## src/rtl/button_pkg.sv

```systemverilog
// Shared types and sizing helper for the button_debounce block.
package button_pkg;

  typedef enum logic [1:0] {
    REL   = 2'd0,
    PWAIT = 2'd1,
    HELD  = 2'd2,
    RWAIT = 2'd3
  } btn_state_t;

  localparam int DEFAULT_DEBOUNCE_CYCLES   = 120000;
  localparam int DEFAULT_LONG_PRESS_CYCLES = 6000000;

  // One counter width covers both the debounce and the hold interval.
  function automatic int cnt_width(input int debounce_cycles, input int long_press_cycles);
    int max_cycles;
    max_cycles = (debounce_cycles > long_press_cycles) ? debounce_cycles : long_press_cycles;
    return $clog2(max_cycles + 1);
  endfunction

endpackage

```

## src/rtl/button_debounce_if.sv

```systemverilog
// Button pins and conditioned outputs of button_debounce, bundled with master/slave views.
interface button_debounce_if #(
  parameter int NUM_BUTTONS = 3
);
  logic [NUM_BUTTONS-1:0] button_i;
  logic [NUM_BUTTONS-1:0] pressed_o;
  logic [NUM_BUTTONS-1:0] press_o;
  logic [NUM_BUTTONS-1:0] release_o;
  logic [NUM_BUTTONS-1:0] long_press_o;

  modport master (
    output button_i,
    input  pressed_o,
    input  press_o,
    input  release_o,
    input  long_press_o
  );

  modport slave (
    input  button_i,
    output pressed_o,
    output press_o,
    output release_o,
    output long_press_o
  );
endinterface

```

## src/rtl/debounce_channel.sv

```systemverilog
// One button channel: 2-FF synchronizer, REL/PWAIT/HELD/RWAIT debounce FSM, registered strobes.
// Optional hold counter and long-press strobe when BUTTON_LONG_PRESS_EN is defined.
module debounce_channel
  import button_pkg::*;
#(
  parameter int DEBOUNCE_CYCLES   = DEFAULT_DEBOUNCE_CYCLES,
  parameter int LONG_PRESS_CYCLES = DEFAULT_LONG_PRESS_CYCLES
) (
  input  logic clk,
  input  logic rst_n_i,
  input  logic pin,
  output logic pressed,
  output logic press,
  output logic release_pulse,
  output logic long_press
);

  localparam int              CNT_W   = cnt_width(DEBOUNCE_CYCLES, LONG_PRESS_CYCLES);
  localparam logic [CNT_W-1:0] CNT_MAX = {CNT_W{1'b1}};
  // The wait-state entry edge is count 0, so the accepting edge is the one that
  // would take the count to DEBOUNCE_CYCLES-1.
  localparam logic [CNT_W-1:0] DB_TERM = CNT_W'(DEBOUNCE_CYCLES - 2);

  function automatic logic [CNT_W-1:0] sat_inc(input logic [CNT_W-1:0] v);
    return (v == CNT_MAX) ? v : v + CNT_W'(1);
  endfunction

  logic             sync1_r;
  logic             sync2_r;
  btn_state_t       state_r;
  btn_state_t       state_n;
  logic [CNT_W-1:0] cnt_r;
  logic [CNT_W-1:0] cnt_n;
  logic             press_n;
  logic             release_n;
  logic             press_r;
  logic             release_r;
  logic             pressed_r;

  // Two-flop synchronizer; idles at 1 (released) through reset.
  always_ff @(posedge clk or negedge rst_n_i) begin
    if (!rst_n_i) begin
      sync1_r <= 1'b1;
      sync2_r <= 1'b1;
    end else begin
      sync1_r <= pin;
      sync2_r <= sync1_r;
    end
  end

  // Next-state, counter and strobe decode.
  always_comb begin
    state_n   = state_r;
    cnt_n     = cnt_r;
    press_n   = 1'b0;
    release_n = 1'b0;
    case (state_r)
      REL: begin
        cnt_n = {CNT_W{1'b0}};
        if (!sync2_r) state_n = PWAIT;
        else          state_n = REL;
      end
      PWAIT: begin
        if (sync2_r) begin
          state_n = REL;
          cnt_n   = {CNT_W{1'b0}};
        end else if (cnt_r == DB_TERM) begin
          state_n = HELD;
          cnt_n   = {CNT_W{1'b0}};
          press_n = 1'b1;
        end else begin
          cnt_n = sat_inc(cnt_r);
        end
      end
      HELD: begin
        cnt_n = {CNT_W{1'b0}};
        if (sync2_r) state_n = RWAIT;
        else         state_n = HELD;
      end
      RWAIT: begin
        if (!sync2_r) begin
          state_n = HELD;
          cnt_n   = {CNT_W{1'b0}};
        end else if (cnt_r == DB_TERM) begin
          state_n   = REL;
          cnt_n     = {CNT_W{1'b0}};
          release_n = 1'b1;
        end else begin
          cnt_n = sat_inc(cnt_r);
        end
      end
      default: begin
        state_n = REL;
        cnt_n   = {CNT_W{1'b0}};
      end
    endcase
  end

  // FSM, debounce counter and registered outputs.
  always_ff @(posedge clk or negedge rst_n_i) begin
    if (!rst_n_i) begin
      state_r   <= REL;
      cnt_r     <= {CNT_W{1'b0}};
      press_r   <= 1'b0;
      release_r <= 1'b0;
      pressed_r <= 1'b0;
    end else begin
      state_r   <= state_n;
      cnt_r     <= cnt_n;
      press_r   <= press_n;
      release_r <= release_n;
      pressed_r <= (state_r == HELD) || (state_r == RWAIT);
    end
  end

  assign pressed       = pressed_r;
  assign press         = press_r;
  assign release_pulse = release_r;

`ifdef BUTTON_LONG_PRESS_EN
  localparam logic [CNT_W-1:0] LP_TERM = CNT_W'(LONG_PRESS_CYCLES - 1);

  logic [CNT_W-1:0] hold_r;
  logic             long_r;
  logic             holding_s;

  assign holding_s = (state_r == HELD) || (state_r == RWAIT);

  // Hold counter runs through HELD and RWAIT; saturation keeps the match to one pulse per press.
  always_ff @(posedge clk or negedge rst_n_i) begin
    if (!rst_n_i) begin
      hold_r <= {CNT_W{1'b0}};
      long_r <= 1'b0;
    end else begin
      if (!holding_s || (state_n == REL)) hold_r <= {CNT_W{1'b0}};
      else                                hold_r <= sat_inc(hold_r);
      long_r <= holding_s && (hold_r == LP_TERM);
    end
  end

  assign long_press = long_r;
`else
  assign long_press = 1'b0;
`endif

endmodule

```

## src/rtl/button_debounce.sv

```systemverilog
// Top of the button input-conditioning stage: one debounce_channel per button pin.
// Long-press detection is built only when BUTTON_LONG_PRESS_EN is defined.
module button_debounce #(
  parameter int NUM_BUTTONS       = 3,
  parameter int DEBOUNCE_CYCLES   = 120000,
  parameter int LONG_PRESS_CYCLES = 6000000
) (
  input logic              clk,
  input logic              rst_n_i,
  button_debounce_if.slave bus
);

  for (genvar g = 0; g < NUM_BUTTONS; g++) begin : g_ch
    debounce_channel #(
      .DEBOUNCE_CYCLES   (DEBOUNCE_CYCLES),
      .LONG_PRESS_CYCLES (LONG_PRESS_CYCLES)
    ) u_ch (
      .clk           (clk),
      .rst_n_i       (rst_n_i),
      .pin           (bus.button_i[g]),
      .pressed       (bus.pressed_o[g]),
      .press         (bus.press_o[g]),
      .release_pulse (bus.release_o[g]),
      .long_press    (bus.long_press_o[g])
    );
  end

endmodule

```

## src/flat_wrapper.sv

```systemverilog
// flat-port wrapper written by rule: the top's interface ports become plain ports
module button_debounce_flat 
#(
  parameter int NUM_BUTTONS       = 3,
  parameter int DEBOUNCE_CYCLES   = 120000,
  parameter int LONG_PRESS_CYCLES = 6000000
)
  (clk, rst_n_i, bus_button_i, bus_pressed_o, bus_press_o, bus_release_o, bus_long_press_o);
  button_debounce_if #(.NUM_BUTTONS(NUM_BUTTONS)) bus_i ();
  input logic clk;
  input logic rst_n_i;
  input wire logic [$bits(bus_i.button_i)-1:0] bus_button_i;
  output wire logic [$bits(bus_i.pressed_o)-1:0] bus_pressed_o;
  output wire logic [$bits(bus_i.press_o)-1:0] bus_press_o;
  output wire logic [$bits(bus_i.release_o)-1:0] bus_release_o;
  output wire logic [$bits(bus_i.long_press_o)-1:0] bus_long_press_o;
  assign bus_i.button_i = bus_button_i;
  assign bus_pressed_o = bus_i.pressed_o;
  assign bus_press_o = bus_i.press_o;
  assign bus_release_o = bus_i.release_o;
  assign bus_long_press_o = bus_i.long_press_o;
  button_debounce #(.NUM_BUTTONS(NUM_BUTTONS), .DEBOUNCE_CYCLES(DEBOUNCE_CYCLES), .LONG_PRESS_CYCLES(LONG_PRESS_CYCLES)) u_core (.clk(clk), .rst_n_i(rst_n_i), .bus(bus_i));
endmodule
```

## config.mk

```make
export PLATFORM = sky130hd
export DESIGN_NAME = button_debounce_flat
export DESIGN_NICKNAME = d
export VERILOG_FILES = /design/src/rtl/button_pkg.sv /design/src/rtl/button_debounce_if.sv /design/src/rtl/debounce_channel.sv /design/src/rtl/button_debounce.sv /design/src/flat_wrapper.sv
export SDC_FILE = /design/constraint.sdc
export NUM_CORES = 1
export LEC_CHECK = 0
export BUFFER_PORTS_ARGS = -buffer_cell sky130_fd_sc_hd__buf_2
export CORE_UTILIZATION = 30
export CTS_CLUSTER_SIZE = 30
export DETAILED_ROUTE_END_ITERATION = 10
export HOLD_SLACK_MARGIN = 0.08
export MAX_ROUTING_LAYER = met4
export PLACE_DENSITY_LB_ADDON = 0.05
export REMOVE_ABC_BUFFERS = 1
export SYNTH_ARGS = -nofsm -noshare
export SYNTH_HDL_FRONTEND = slang
export SYNTH_SLANG_ARGS = --single-unit
```

## constraint.sdc

```tcl
create_clock -name clk -period 1.9 [get_ports clk]
set_input_delay 0.38 -clock clk [delete_from_list [all_inputs] [get_ports clk]]
set_output_delay 0.38 -clock clk [all_outputs]
set_load 0.005 [all_outputs]
```

Word-level counts from Yosys, hierarchy flattened
Index checks and enable logic that the tools add are counted.

Bits of input ports: 5. Register bits: 90.

Eq/ne operators: 21. Muxes and demuxes: 51. Reductions and logical operators: 12. $add $sub $neg: 3.

Operators by type and width (number): two-way mux 23 bit (12); case mux 23 bit (3 select lines) (3); adder 23 x 1 -> 23 bit, second input constant (3); == test 23 x 17 -> 1 bit, second input constant (3); == test 23 bit, second input constant (3); two-way mux 2 bit (12); case mux 2 bit (4 select lines) (3); two-way mux 1 bit (21); inequality test 3 bit, second input constant (6); == test 2 bit, second input constant (6); == test 2 x 1 -> 1 bit, second input constant (3); zero test 2 bit (3); AND reduction 2 bit (3); OR reduction 2 bit (3); logical OR 1 bit (3).

Longest topological paths before layout
Gate-level depths: netlist (run 1).

Depth after elaboration: 5. Depth in mapped cells: 7. Gate-level depth less buffers: 7.

Cells and area by module
From an unflattened synthesis (run 1), not the netlist that was laid out.

Cells, all modules: 495. Area, all modules: 4888.4 um^2.

Modules (own cells, without submodules): debounce_channel (u_core.g_ch[0].u_ch) (cells an instance 162, instances 1, area an instance 1679.1 um^2); debounce_channel (u_core.g_ch[1].u_ch) (cells an instance 170, instances 1, area an instance 1649.1 um^2); debounce_channel (u_core.g_ch[2].u_ch) (cells an instance 163, instances 1, area an instance 1560.2 um^2).

Least setup slack after synthesis (run 1)
OpenSTA, ideal clock, no wires.

Path type: reg2reg. From: register u_core.g_ch[0].u_ch.cnt_r[0]. To: register u_core.g_ch[0].u_ch.cnt_r[5]. Stages on the path, launching flop included: 8. Buffers on the path: 1. Data arrival time: 1.859 ns. Required time: 1.777 ns. Path slack: -0.082 ns. Period minus slack after synthesis: 1.982 ns. Cell sequence: dfrtp_1 > inv_1 > ha_1 > or4b_1 > or3_1 > o211ai_2 > buf_6 > nor3_1.

Longest elaborated chain between the ends: 5. Elaborated cells between the ends (all ways): 8.

Ends and longest elaborated chain: from (decl) (line debounce_channel.sv:32) `logic [CNT_W-1:0] cnt_r;`; from (signal assigned) (line debounce_channel.sv:103) `cnt_r <= {CNT_W{1'b0}};`; from (signal assigned) (line debounce_channel.sv:109) `cnt_r <= cnt_n;`; adder 23 x 1 -> 23 bit / == test 23 bit (equally long branches) (line debounce_channel.sv:25) `return (v == CNT_MAX) ? v : v + CNT_W'(1);`; two-way mux 23 bit (line debounce_channel.sv:25); two-way mux 23 bit (*) (line debounce_channel.sv:67, debounce_channel.sv:84); two-way mux 23 bit (on tied branches) (line debounce_channel.sv:81, debounce_channel.sv:64); case mux 23 bit (3 select lines) (*) (line debounce_channel.sv:57) `case (state_r)`; via u_core.g_ch[0].u_ch.cnt_n[5] (line debounce_channel.sv:33) `logic [CNT_W-1:0] cnt_n;`.

Mark *: on every way through the listed nets, which the timed path passes. The rest lies on a longest branch. A chain may end at the register's enable or synchronous reset.

Final worst setup path (run 1)
From: register u_core.g_ch[0].u_ch.cnt_r[0]. To: register u_core.g_ch[0].u_ch.cnt_r[13].

The elaborated chain is that of the path after synthesis.

==> results by group, run 1 <==
Hold path
  – Type of the worst min-delay path: primary input to asynchronous set/reset pin

Setup path
  – Reg-to-reg startpoint: u_core.g_ch[0].u_ch.cnt_r[0]
  – Reg2reg path depth: 8
  – Startpoint Class: register
  – Critical Path Sink Type: register
  – Worst path required time: 2.14 ns
  – Worst r2r dst: u_core.g_ch[0].u_ch.cnt_r[13]
  – Worst setup path startpoint: u_core.g_ch[0].u_ch.cnt_r[0]
  – Crit path max fanout: 5
  – Flop2flop setup slack: -0.14 ns
  – WP data arrival: 2.27 ns
  – Crit path capture: u_core.g_ch[0].u_ch.cnt_r[13]
  – Worst Path Class, Setup: register to register

Floorplanning
  – Row count: 45
  – Die Ht: 128 um
  – Die area: 0.0163 sq mm
  – I/O pin total: 17
  – Die W: around 130 um
  – Initial Utilization: 30.9%
  – Core area: 0.0153 sq mm

Synthesis
  – Synth unique cells: 50
  – Post-synth EDFFs: 0
  – Seq cells post-synth: 90
  – Sequential cell area fraction in the yosys report: around 48%
  – Gate Count Post-Synth: 506
  – Mapped cell area: 0.00473 sq mm
  – Main flop type after synthesis: dfrtp_1
  – Avg Inst Size Synth: 9.34 sq um
  – Share of flip-flops with an asynchronous set or reset: 100%
  – Synthesis Warnings: 0

Finish
  – Reg area: between 0.002 and 0.0025 sq mm
  – Utilization after layout: 40.8%
  – Area grow syn2layout: 32.3%
  – Nets: 605
  – Finished Layout Cells: 810
  – Share of cells above drive strength 1: 29.7%
  – Multi-input logic area: between 0.002 and 0.0025 sq mm
  – Diode count: 0
  – # fillers: 1565

STA
  – RSZ-0062 raised after global routing: true
  – Clk_skew: 0.00825 ns
  – F_max: between 0.4 and 0.5 GHz
  – Final worst path period share: 107%
  – Final min period: 2.04 ns
  – Fin. Hold Viols: 0
  – Worst Hold Slack: 0.0553 ns
  – Rel. slew slack: 66.0%
  – Final setup margin: -0.140 ns
  – Final Max Slew Viols: 0
  – Slew @ Worst Pin: 0.510 ns
  – Final setup fails: 34

Status
  – Outcome: complete, but fails checks
  – Violated checks: negative setup slack

Place
  – Dpl hpwl: 8.15 mm
  – GPL Wtd Cong: 0.804
  – Dpl ws: -0.182 ns
  – Placed cell count: 765
  – I/O Buffers: 13

Detailed routing
  – DRC Markers: 0
  – Via/cell ratio: roughly 5.0
  – Drt total wl: ~12 mm
  – WL/cell: 15.2 um
  – DR pass1 iterations: 4
  – Iter 0 DRT Violations: 225
  – Post-DRT Antenna Nets: 0
  – Via count: 4042

CTS
  – CTS Sinks: 90
  – CTS max path bufs: 2
  – Root Driver: clkbuf_16
  – Latest clock arrival within the worst-skew pair: between 0.3 and 0.4 ns
  – CTS Buf Count: 9
  – CTS tree: done
  – Clock transition at the registers of the reported paths: 0.07 ns
  – H-tree Lvls: 3

GRT
  – GR met1 Demand/Resource: roughly a fifth
  – Global-route wire length before repair: 19.6 mm
  – Largest net degree at the start of global routing: 91
  – Vias in the first global route: 3873
  – Gr busiest metal: met2
  – Initial antenna violation count: 0
  – Tot GR Track Use: 16.0%
  – GR Layer Usage met2: 24.5%
  – Total grt overflow: 0
  – Met3 Use GR: 4.10%

Power
  – Pwr Density: 645 mW/mm^2
  – Total power: 0.00404 W
  – Lkg Pwr: 2.60 nW
  – Max VDD drop: 430 uV

Job
  – Max Cap Viol: 0
==> critical path: stages (launching register included) <==
cell,delay [ns]
dfrtp_1,0.39
inv_2,0.08
ha_4,0.12
or4b_4,0.45
or3_4,0.35
o211ai_4,0.21
buf_4,0.16
clkbuf_16,0.13
nor2_1,0.04
==> state kept, by name, summed over array words and instances, names as in the netlist, named ones only <==
register                        cells
u_core.g_ch.u_ch.cnt_r             69
u_core.g_ch.u_ch.press              3
u_core.g_ch.u_ch.pressed            3
u_core.g_ch.u_ch.release_pulse      3
u_core.g_ch.u_ch.state_r            3
u_core.g_ch.u_ch.sync1_r            3
u_core.g_ch.u_ch.sync2_r            3
==> metrics by stage <==
step / setup TNS, ns / cell area (sq um)
floorplan: -10.43 / 4510
global placement: -3.96 / 5430
detailed placement: -4.08 / 5430
CTS: -1.75 / 5870
global route: -9.36 / 6250
finish: -2.69 / 6250
==> layout make-up <==
class	instances	area share [%]
Tap cell	211	4.22
Inverter	9	0.540
Clock inverter	7	1.42
Sequential cell	90	36.1
Clock buffer	9	3.60
Timing Repair Buffer	116	15.9
Multi-Input combinational cell	368	38.2
==> synth_stat cells, drive strengths merged (2+ instances only) <==
master	count	area [sq um]
dfrtp	84	2100
nor2	55	206
nand2	34	128
a21oi	33	169
nand3	29	145
nand4	29	194
xnor2	25	219
buf	24	161
o21ai	20	100
clkbuf	17	66.3
or3	17	106
and3	15	93.8
a31oi	11	68.8
a211oi	10	75.1
and4	10	88.8
nor3	10	50.1
and2	9	56.3
inv	9	33.8
nor4	9	56.3
dfstp	6	158
ha	6	75.1
xor2	6	52.6
or4	4	30.0
a311oi	3	26.3
a41oi	3	26.3
mux2i	3	30.0
nor4b	3	26.3
o211ai	3	27.5
o21a	3	22.5
or4b	3	30.0
nand3b	2	15.0
nor2b	2	12.5
or2	2	12.5
==> power breakdown <==
part | switching (W) | internal [W] | leakage (nW)
Combinational | 0.000108 | 0.0000961 | 1.22
Clock | 0.000827 | 0.00106 | 0.152
Sequential | 0.0000126 | 0.00194 | 1.23
==> placed cells by master (no fill, tap or decap), drive strengths merged, types with 15 or more instances in the layout <==
master / instances
or3: 17
a21oi: 33
nand3: 29
nor2: 55
dfrtp: 84
buf: 111
nand4: 29
nand2: 34
and3: 15
xnor2: 25
o21ai: 20
==> metal layers <==
layer / vias to the layer above / share of wire (%)
met3: 6 / 2.9
li1: 2006 / -
met4: 0 / 0.62
met5: - / 0
met2: 53 / 47
met1: 1977 / 50
==> worst min path at each step <==
stage,startpoint,end,slack [ns],cells after the start
after CTS,rst_n_i,u_core.g_ch[2].u_ch.cnt_r[8],0.10,2
after global routing,bus_button_i[1],u_core.g_ch[1].u_ch.sync1_r,0.1,1
after detailed placement,u_core.g_ch[2].u_ch.sync1_r,u_core.g_ch[2].u_ch.sync2_r,0.35,0
final,rst_n_i,u_core.g_ch[2].u_ch.press,0.06,2
after global placement,u_core.g_ch[0].u_ch.sync1_r,u_core.g_ch[0].u_ch.sync2_r,0.35,0
after floorplan,rst_n_i,asynchronous set/reset pin,0.08,0
==> what timing repair did <==
| action | 4_1_cts | 5_1_grt |
|---|---|---|
| buffers inserted | 11 | 13 |
| cloned | 0 | 6 |
| gates resized for setup | 13 | 36 |
| setup endpoints to repair | 49 | 73 |
| pin swaps | 7 | 13 |
| hold buffers | 0 | 0 |
==> logic make-up after synthesis <==
logic type      synth area share (%)
flops                           47.8
compound gates                  11.5
xor+xnor                        5.75
mux                            0.874
simple gates                    26.8
buf+inv                         5.53
other cells                   0.0794
fa+ha+maj                       1.59
Note: power is estimated with default switching activity, not from simulation.
==> run 2: changes to the inputs <==
- SETUP_SLACK_MARGIN: unset -> 0.02
==> run 2 against run 1 <==
  * Wire length increased by 2.2%
  * Sequential power about the same
  * First-iteration DRC count decreased by 1.3%
  * Critical path type unchanged
  * Worst hold slack improved by 0.0075 ns
  * Clock power about the same
  * The run still ends with negative setup slack left
  * Largest cell class unchanged
  * Worst setup slack improved by 0.0049 ns
  * Fmax increased by 0.24%
  * Highest routed layer unchanged
==> results by group, run 2 (synthesized netlist as in run 1, its figures left out) <==
Status
  – Outcome: complete, but fails checks
  – Violated checks: negative setup slack

Setup path
  – Startpoint Class: register
  – Cells along the critical path: inv_2 -> ha_4 -> or4b_4 -> or3_4 -> o211ai_4 -> buf_4 -> clkbuf_16 -> nor2_1
  – CP Buf/Inv Count: 3
  – Worst path required time: 2.14 ns
  – CP peak stage delay: 0.45 ns
  – Crit path max fanout: 5
  – Reg-to-reg startpoint: u_core.g_ch[0].u_ch.cnt_r[0]
  – Slowest CP cell: or4b_4
  – Critical Path Sink Type: register
  – Worst r2r dst: u_core.g_ch[0].u_ch.cnt_r[13]
  – Cell family with most CP delay: simple AND/OR/NAND/NOR gates
  – Flop2flop setup slack: -0.13 ns
  – WP data arrival: 2.27 ns
  – Worst Path Class, Setup: register to register
  – Reg2reg path depth: 8

Floorplanning
  – Die area: approximately 0.016 sq mm
  – I/O pin total: 17
  – Initial Utilization: 30.9%
  – Row count: 45
  – Die Ht: 128 um
  – Core area: 0.0153 sq mm
  – Die W: ~130 um

Hold path
  – Type of the worst min-delay path: primary input to asynchronous set/reset pin

Power
  – Max VDD drop: 435 uV
  – Pwr Density: 626 mW/mm^2
  – Lkg Pwr: approximately 2.6 nW

Detailed routing
  – DRC Markers: 0
  – Post-DRT Antenna Nets: 0
  – DR pass1 iterations: 5
  – Via/cell ratio: 4.97
  – WL/cell: 15.5 um
  – Via count: about 4000
  – Drt total wl: around 13 mm
  – Iter 0 DRT Violations: 222

Finish
  – Share of cells above drive strength 1: 35.4%
  – Diode count: 0
  – Most frequent cells in the layout: buf_4 (89), dfrtp_1 (84), nand2_1 (34)
  – Most common cell after layout, fill and taps aside: buf_4
  – Non-Filler Cell Area, Final: 0.00649 sq mm
  – # fillers: 1553
  – Largest Register: u_core.g_ch.u_ch.cnt_r
  – Finished Layout Cells: 812
  – Nets: 607
  – Area grow syn2layout: 37.4%
  – Largest register FFs: about 70

CTS
  – Latest clock arrival within the worst-skew pair: 0.35 ns
  – H-tree Lvls: 3
  – Root Driver: clkbuf_16
  – CTS tree: done
  – Hold Buf Count CTS: 0
  – CTS Buf Count: 9
  – CTS max path bufs: 2
  – Clock transition at the registers of the reported paths: roughly 0.070 ns
  – CTS Sinks: 90

GRT
  – Tot GR Track Use: 16.0%
  – Largest net degree at the start of global routing: 91
  – Global-route wire length before repair: 19.6 mm
  – Vias in the first global route: 3871
  – Total grt overflow: 0
  – Initial antenna violation count: 0

STA
  – Setup TNS: -2.64 ns
  – Final worst path period share: 107%
  – Final setup margin: -0.135 ns
  – F_max: 0.491 GHz
  – Clk_skew: 0.0112 ns
  – RSZ-0062 raised after global routing: true
  – Final setup fails: 41
  – Final Max Slew Viols: 0
  – Final min period: 2.03 ns
  – Slew @ Worst Pin: roughly 0.51 ns
  – Fin. Hold Viols: 0
  – Rel. slew slack: between 60 and 70%

Place
  – Dpl cell area: approximately 0.0054 sq mm
  – I/O Buffers: 13
  – GPL Wtd Cong: 0.804
  – Dpl hpwl: 8.15 mm
  – Placed cell count: 765

Job
  – Max Cap Viol: 0
## run 2: cell count changes in the layout (fill, tap and decap cells not counted), moves of 2 or more
| cell | change |
|---|---|
| a211oi_1 | -5 |
| a211oi_2 | +5 |
| a21oi_2 | +10 |
| nor3_1 | -2 |
| nor3_2 | +2 |
| nor2_1 | -12 |
| nor2_4 | +12 |
| a21oi_1 | -11 |
## run 2: through the flow
step	util (%)	worst slack (ns)	power, W	hold slack (ns)
CTS	38.5	-0.125	0.00407	0.101
floorplan	-	-0.379	0.00202	0.0844
detailed placement	35.5	-0.182	0.00211	0.347
global placement	35.5	-0.144	0.00211	0.347
finish	42.4	-0.135	0.00407	0.0628
global route	42.4	-0.220	0.00426	0.0940
## run 2: worst max path at each step
stage,startpoint,to,slack [ns],cells past startpoint
4_1_cts,u_core.g_ch[0].u_ch.cnt_r[0],u_core.g_ch[0].u_ch.cnt_r[4],-0.13,8
3_5_place_dp,u_core.g_ch[0].u_ch.cnt_r[0],u_core.g_ch[0].u_ch.cnt_r[2],-0.18,8
3_3_place_gp,u_core.g_ch[0].u_ch.cnt_r[0],u_core.g_ch[0].u_ch.cnt_r[4],-0.14,8
6_report,u_core.g_ch[0].u_ch.cnt_r[0],u_core.g_ch[0].u_ch.cnt_r[13],-0.13,8
5_1_grt,u_core.g_ch[0].u_ch.cnt_r[0],u_core.g_ch[0].u_ch.cnt_r[2],-0.22,8
2_1_floorplan,u_core.g_ch[0].u_ch.cnt_r[0],u_core.g_ch[0].u_ch.cnt_r[14],-0.38,7
## run 2: layer usage
metal	vias up	routed length [um]	track usage (%)	share of wire [%]
met5	-	0	-	0
met4	0	86	4.06	0.68
met3	8	370	4.10	2.9
met2	46	5910	24.5	47
met1	1978	6240	21.0	50
li1	2007	-	-	-
## run 2: cell type report
type / count / area [sq um] / share of cell area, %
Timing Repair Buffer: 118 / 1030 / 15.9
Clock inverter: 7 / 88.8 / 1.37
Multi-Input combinational cell: 368 / 2590 / 39.9
Inverter: 9 / 33.8 / 0.520
Tap cell: 211 / 264 / 4.07
Clock buffer: 9 / 225 / 3.47
Sequential cell: 90 / 2260 / 34.8
## run 2: where the power goes
group          leakage (nW)  switching, W  internal (W)
sequential             1.23     0.0000126       0.00194
clock                 0.152      0.000832       0.00106
combinational          1.25      0.000124      0.000104
## run 2: repair_timing
item                                    in CTS  in global routing
setup buffers                               12                 13
cloned                                       0                  7
pin swaps                                    8                 32
gates resized for setup                     17                 84
endpoints found under the setup margin      69                 73
## run 2: worst register-to-register path, cell delays in order, from the launching register on
cell and delay [ns]:
dfrtp_1 0.39, inv_2 0.08, ha_4 0.12, or4b_4 0.45, or3_4 0.35, o211ai_4 0.21, buf_4 0.16, clkbuf_16 0.13
nor2_1 0.04
